### config.mk
export PLATFORM = sky130hd
export DESIGN_NAME = req_capture_encoder_flat
export DESIGN_NICKNAME = d
export VERILOG_FILES = /design/src/rtl/req_capture_encoder_if.sv /design/src/rtl/req_capture_encoder.sv /design/src/flat_wrapper.sv
export SDC_FILE = /design/constraint.sdc
export NUM_CORES = 1
export LEC_CHECK = 0
export CAP_MARGIN = 20
export CORE_UTILIZATION = 45
export DETAILED_ROUTE_END_ITERATION = 8
export DONT_BUFFER_PORTS = 1
export MAX_ROUTING_LAYER = met4
export PLACE_DENSITY = 0.7
export SYNTH_ARGS = -nofsm -noshare
export SYNTH_HDL_FRONTEND = slang
export SYNTH_SLANG_ARGS = --single-unit
export TNS_END_PERCENT = 10
### constraint.sdc
create_clock -name clk -period 2.7 [get_ports clk]
set_clock_uncertainty 0.1 [all_clocks]
set_input_delay 0.405 -clock clk [delete_from_list [all_inputs] [get_ports clk]]
set_output_delay 0.405 -clock clk [all_outputs]
set_load 0.01 [all_outputs]
### src/rtl/req_capture_encoder_if.sv
// req_capture_encoder_if: request/code handshake bundle; mask ports exist only when REQ_MASK_EN is defined
interface req_capture_encoder_if #(
    parameter int N      = 8,
    parameter int CODE_W = 3
);
    logic [N-1:0]      req;
    logic              code_ready;
    logic [CODE_W-1:0] code;
    logic              code_valid;
    logic [N-1:0]      pending;
    logic              overflow;
`ifdef REQ_MASK_EN
    logic [N-1:0]      mask_in;
    logic              mask_we;
    modport master (output req, code_ready, mask_in, mask_we, input code, code_valid, pending, overflow);
    modport slave  (input req, code_ready, mask_in, mask_we, output code, code_valid, pending, overflow);
`else
    modport master (output req, code_ready, input code, code_valid, pending, overflow);
    modport slave  (input req, code_ready, output code, code_valid, pending, overflow);
`endif
endinterface

### src/rtl/req_capture_encoder.sv
// req_capture_encoder: sticky request capture with lowest-index-first encoding on a valid/ready code output; REQ_MASK_EN adds a selection mask
module req_capture_encoder #(
    parameter int N      = 8,
    parameter int CODE_W = 3
) (
    input logic                   clk,
    input logic                   rst,
    req_capture_encoder_if.slave  bus
);
    logic [N-1:0]      pending;
    logic [N-1:0]      mask;
    logic [N-1:0]      elig;
    logic [N-1:0]      clr;
    logic [CODE_W-1:0] sel;
    logic [CODE_W-1:0] code;
    logic              code_valid;
    logic              overflow;
    logic              free;
    logic              load;

`ifdef REQ_MASK_EN
    // mask register: all bits eligible after reset, rewritten on mask_we
    always_ff @(posedge clk) begin
        if (rst) mask <= '1;
        else if (bus.mask_we) mask <= bus.mask_in;
    end
`else
    assign mask = '1;
`endif

    assign elig = pending & mask;

    // lowest set eligible bit wins; scanning downward leaves the smallest index last
    always_comb begin
        sel = '0;
        for (int i = N - 1; i >= 0; i--)
            if (elig[i]) sel = CODE_W'(i);
    end

    assign free = !code_valid || bus.code_ready;
    assign load = free && (|elig);
    assign clr  = load ? ({{(N-1){1'b0}}, 1'b1} << sel) : '0;

    // clear the loaded bit before capturing new requests so a same-edge re-request stays pending
    always_ff @(posedge clk) begin
        if (rst) begin
            pending    <= '0;
            code       <= '0;
            code_valid <= 1'b0;
            overflow   <= 1'b0;
        end else begin
            pending  <= (pending & ~clr) | bus.req;
            overflow <= |(bus.req & pending & ~clr);
            if (free) begin
                code_valid <= load;
                if (load) code <= sel;
            end
        end
    end

    assign bus.code       = code;
    assign bus.code_valid = code_valid;
    assign bus.pending    = pending;
    assign bus.overflow   = overflow;
endmodule

### src/flat_wrapper.sv
// flat-port wrapper written by rule: the top's interface ports become plain ports
module req_capture_encoder_flat 
#(
    parameter int N      = 8,
    parameter int CODE_W = 3
)
  (clk, rst, bus_req, bus_code_ready, bus_code, bus_code_valid, bus_pending, bus_overflow);
  req_capture_encoder_if #(.N(N), .CODE_W(CODE_W)) bus_i ();
  input logic clk;
  input logic rst;
  input wire logic [$bits(bus_i.req)-1:0] bus_req;
  input wire logic [$bits(bus_i.code_ready)-1:0] bus_code_ready;
  output wire logic [$bits(bus_i.code)-1:0] bus_code;
  output wire logic [$bits(bus_i.code_valid)-1:0] bus_code_valid;
  output wire logic [$bits(bus_i.pending)-1:0] bus_pending;
  output wire logic [$bits(bus_i.overflow)-1:0] bus_overflow;
  assign bus_i.req = bus_req;
  assign bus_i.code_ready = bus_code_ready;
  assign bus_code = bus_i.code;
  assign bus_code_valid = bus_i.code_valid;
  assign bus_pending = bus_i.pending;
  assign bus_overflow = bus_i.overflow;
  req_capture_encoder #(.N(N), .CODE_W(CODE_W)) u_core (.clk(clk), .rst(rst), .bus(bus_i));
endmodule
==> flow_metrics.env <==
export IMPL_portBuffers=0
export IMPL_numClockSinks=13
export IMPL_rsz0062_at_grt="no"
export IMPL_yosys_area_top_type="dfxtp_1"
export IMPL_synth_fp_nets=83
export IMPL_yosysUniqueCellTypes=26
export IMPL_dieHeight_um=38.42
export IMPL_synth_area_top_cells="dfxtp_1 44%, a21oi_1 8.4%, nor2_1 6.9%, nand3_1 3.4%, o21ai_0 3.4%"
export IMPL_multi_input_area_um2=314.1
export IMPL_relSlewSlack_pct=70.83
export IMPL_clkSlewWorstSetupHoldPaths_ps=70
export IMPL_irDropWorstVdd_v=0.0003304
export IMPL_nets=87
export IMPL_min_period_ps=1808
export IMPL_avgSynthCellArea_um2=8.289
export IMPL_maxSlewViolCount=0
export IMPL_synthesis_area_um2=596.8
export IMPL_setup_tns_ps=0
export IMPL_fillers=121
export IMPL_drive_gt1_share_pct=10.67
export IMPL_holdPathEnd="u_core.bus.pending[1]"
export IMPL_status="finished, final reports clean"
export IMPL_root_buffer="clkbuf_4"
export IMPL_die_area_um2=1476
export IMPL_dp_cells=85
export IMPL_fp_dieW_um=38.42
export IMPL_vias=515
export IMPL_worstRegToRegCells=5
export IMPL_gp_congestion=0.8722
export IMPL_cts_hold_buf=0
export IMPL_synthCells=72
export IMPL_r2r_end="u_core.bus.overflow"
export IMPL_end_kind="register"
export IMPL_cts_buffer_depth=2
export IMPL_start_util_pct=50.96
export IMPL_finalSetupViolCount=0
export IMPL_first_global_vias=486
export IMPL_final_hold_viol_count=0
export IMPL_whs_path_depth=1
export IMPL_synth_top_cell_area_share_pct=43.61
export IMPL_worstHoldStart="rst"
export IMPL_critPathMaxFanout=7
export IMPL_wl_um=1179
export IMPL_synth_seq_cells=13
export IMPL_area_growth_pct=6.709
export IMPL_worstMarginPinSlew_ps=436.7
export IMPL_clk_latency_ps=270
export IMPL_h_tree_depth=1
export IMPL_reg2reg_from="u_core.bus.pending[3]"
export IMPL_fin_crit_sh_pct=66.97
export IMPL_grt_pass1_wl_um=1959
export IMPL_coreArea_um2=1171
export IMPL_vias_per_cell=5.787
export IMPL_cts_tree="yes"
export IMPL_drc_errors=0
export IMPL_crit_type="reg2reg"
export IMPL_cp_start_kind="register"
export IMPL_powerDensity_nw_per_um2=636.5
export IMPL_grt_max_degree=15
export IMPL_cp_required_ps=2760
export IMPL_cts_buffers=3
export IMPL_fp_row_count=12
export IMPL_stdcell_count=89
export IMPL_antenna_cells=0
export IMPL_grt_overflow_total=0
export IMPL_seq_area_um2=260.3
export IMPL_ioPinCount=24
export IMPL_yosysSeqAreaShare_pct=43.61
export IMPL_min_path_type="in2reg"
export IMPL_post_drt_wl_per_cell_um=13.25
export IMPL_hpwl_um=897.5
export IMPL_max_cap_viol_count=0
export IMPL_ff2ff_setup_slack_ps=890
export IMPL_fmax_mhz=553.0
export IMPL_ant_nets=0
export IMPL_drt_first_pass_iters=4
export IMPL_initialDrtViolationCount=13
export IMPL_yosys_warnings=0
export IMPL_cts_resized=0
export IMPL_power_leakage_nw=0.2379
export IMPL_antenna_found_initial=0
export IMPL_grt_usage_pct=20.27
export IMPL_cp_arrival_ps=1870
export IMPL_post_cts_setup_buffer_count=0
==> registers in the layout, indices dropped and copies added (netlist names) <==
register and flops:
u_core.bus.code 3, u_core.bus.code_valid 1, u_core.bus.overflow 1, u_core.bus.pending 8
==> cell usage after synthesis, drive strengths merged <==
| master | n |
|---|---|
| a211oi | 1 |
| a21oi | 10 |
| a22oi | 1 |
| a31oi | 2 |
| and4b | 1 |
| clkbuf | 1 |
| dfxtp | 13 |
| inv | 5 |
| mux2i | 1 |
| nand2 | 3 |
| nand2b | 1 |
| nand3 | 4 |
| nand3b | 1 |
| nor2 | 12 |
| nor2b | 2 |
| nor3 | 1 |
| o211ai | 2 |
| o21ai | 5 |
| o221ai | 1 |
| o31a | 1 |
| o41ai | 1 |
| or2 | 1 |
| or4 | 2 |
==> worst max-delay path by stage <==
stage	start	endpoint	slack, ps	cells after the start
6_report	u_core.bus.pending[3]	u_core.bus.overflow	890	5
4_1_cts	u_core.bus.pending[3]	u_core.bus.overflow	900	5
2_1_floorplan	u_core.bus.pending[3]	u_core.bus.overflow	1000	5
5_1_grt	u_core.bus.pending[3]	u_core.bus.overflow	800	5
3_5_place_dp	u_core.bus.pending[3]	u_core.bus.overflow	910	5
3_3_place_gp	u_core.bus.pending[3]	u_core.bus.overflow	960	5
==> cell usage in the layout (no fill, tap or decap), drive strengths merged <==
master and instances:
clkbuf 4, inv 5, a21oi 10, nor2 12, or4 2, o211ai 2
nand3 4, a31oi 2, a22oi 1, dfxtp 13, nor3 1, mux2i 1
and4b 1, o221ai 1, nand2 3, nand3b 1, o21ai 5, o31a 1
o41ai 1, a211oi 1, or2 1, nor2b 2, nand2b 1
==> layer usage <==
| layer | GRT usage (%) | vias to the layer above | share of wire [%] |
|---|---|---|---|
| met5 | - | - | 0 |
| li1 | - | 267 | - |
| met1 | 25.71 | 220 | 48 |
| met2 | 27.97 | 23 | 40 |
| met4 | 12.93 | 0 | 2.9 |
| met3 | 5.814 | 5 | 8.8 |
==> logic make-up (layout without fill, tap and decap cells) <==
family,count (synthesis),after routing,share of synthesized area [%]
buffers and inverters,6,9,3.773
multiplexers,1,1,1.677
AO/OA/AOI/OAI,24,24,25.79
flip-flops,13,13,43.61
AND/OR/NAND/NOR,28,28,25.16
==> critical path, stage by stage, from the launching register on <==
cell and delay (ps):
dfxtp_1 400, or4_4 600, nor2_4 150, o221ai_2 110, and4b_1 250, a31oi_1 70
==> through the flow <==
step,hold WS [ps],util [%],area (µm²),power [mW],setup WS (ps)
after floorplan,374.4,-,596.8,0.2824,1005
after global placement,376.9,52.14,610.6,0.2912,957.0
after detailed placement,378.7,52.14,610.6,0.2923,912.9
after CTS,83.21,54.38,636.9,0.4104,903.8
after global routing,70.93,54.38,636.9,0.4331,797.7
final,90.47,54.38,636.9,0.4054,891.7
==> layout make-up <==
cell class	instances	share of cell area, %
well taps	14	2.750
clock buffers	4	4.126
inverters	5	2.947
multi-input cells	53	49.31
flip-flops and latches	13	40.86
==> where the power goes <==
part | switching, mW | internal, mW
Combinational | 0.0296 | 0.0260
Sequential | 0.0254 | 0.207
Clock | 0.0596 | 0.0573
(Power assumes the default switching activity.)
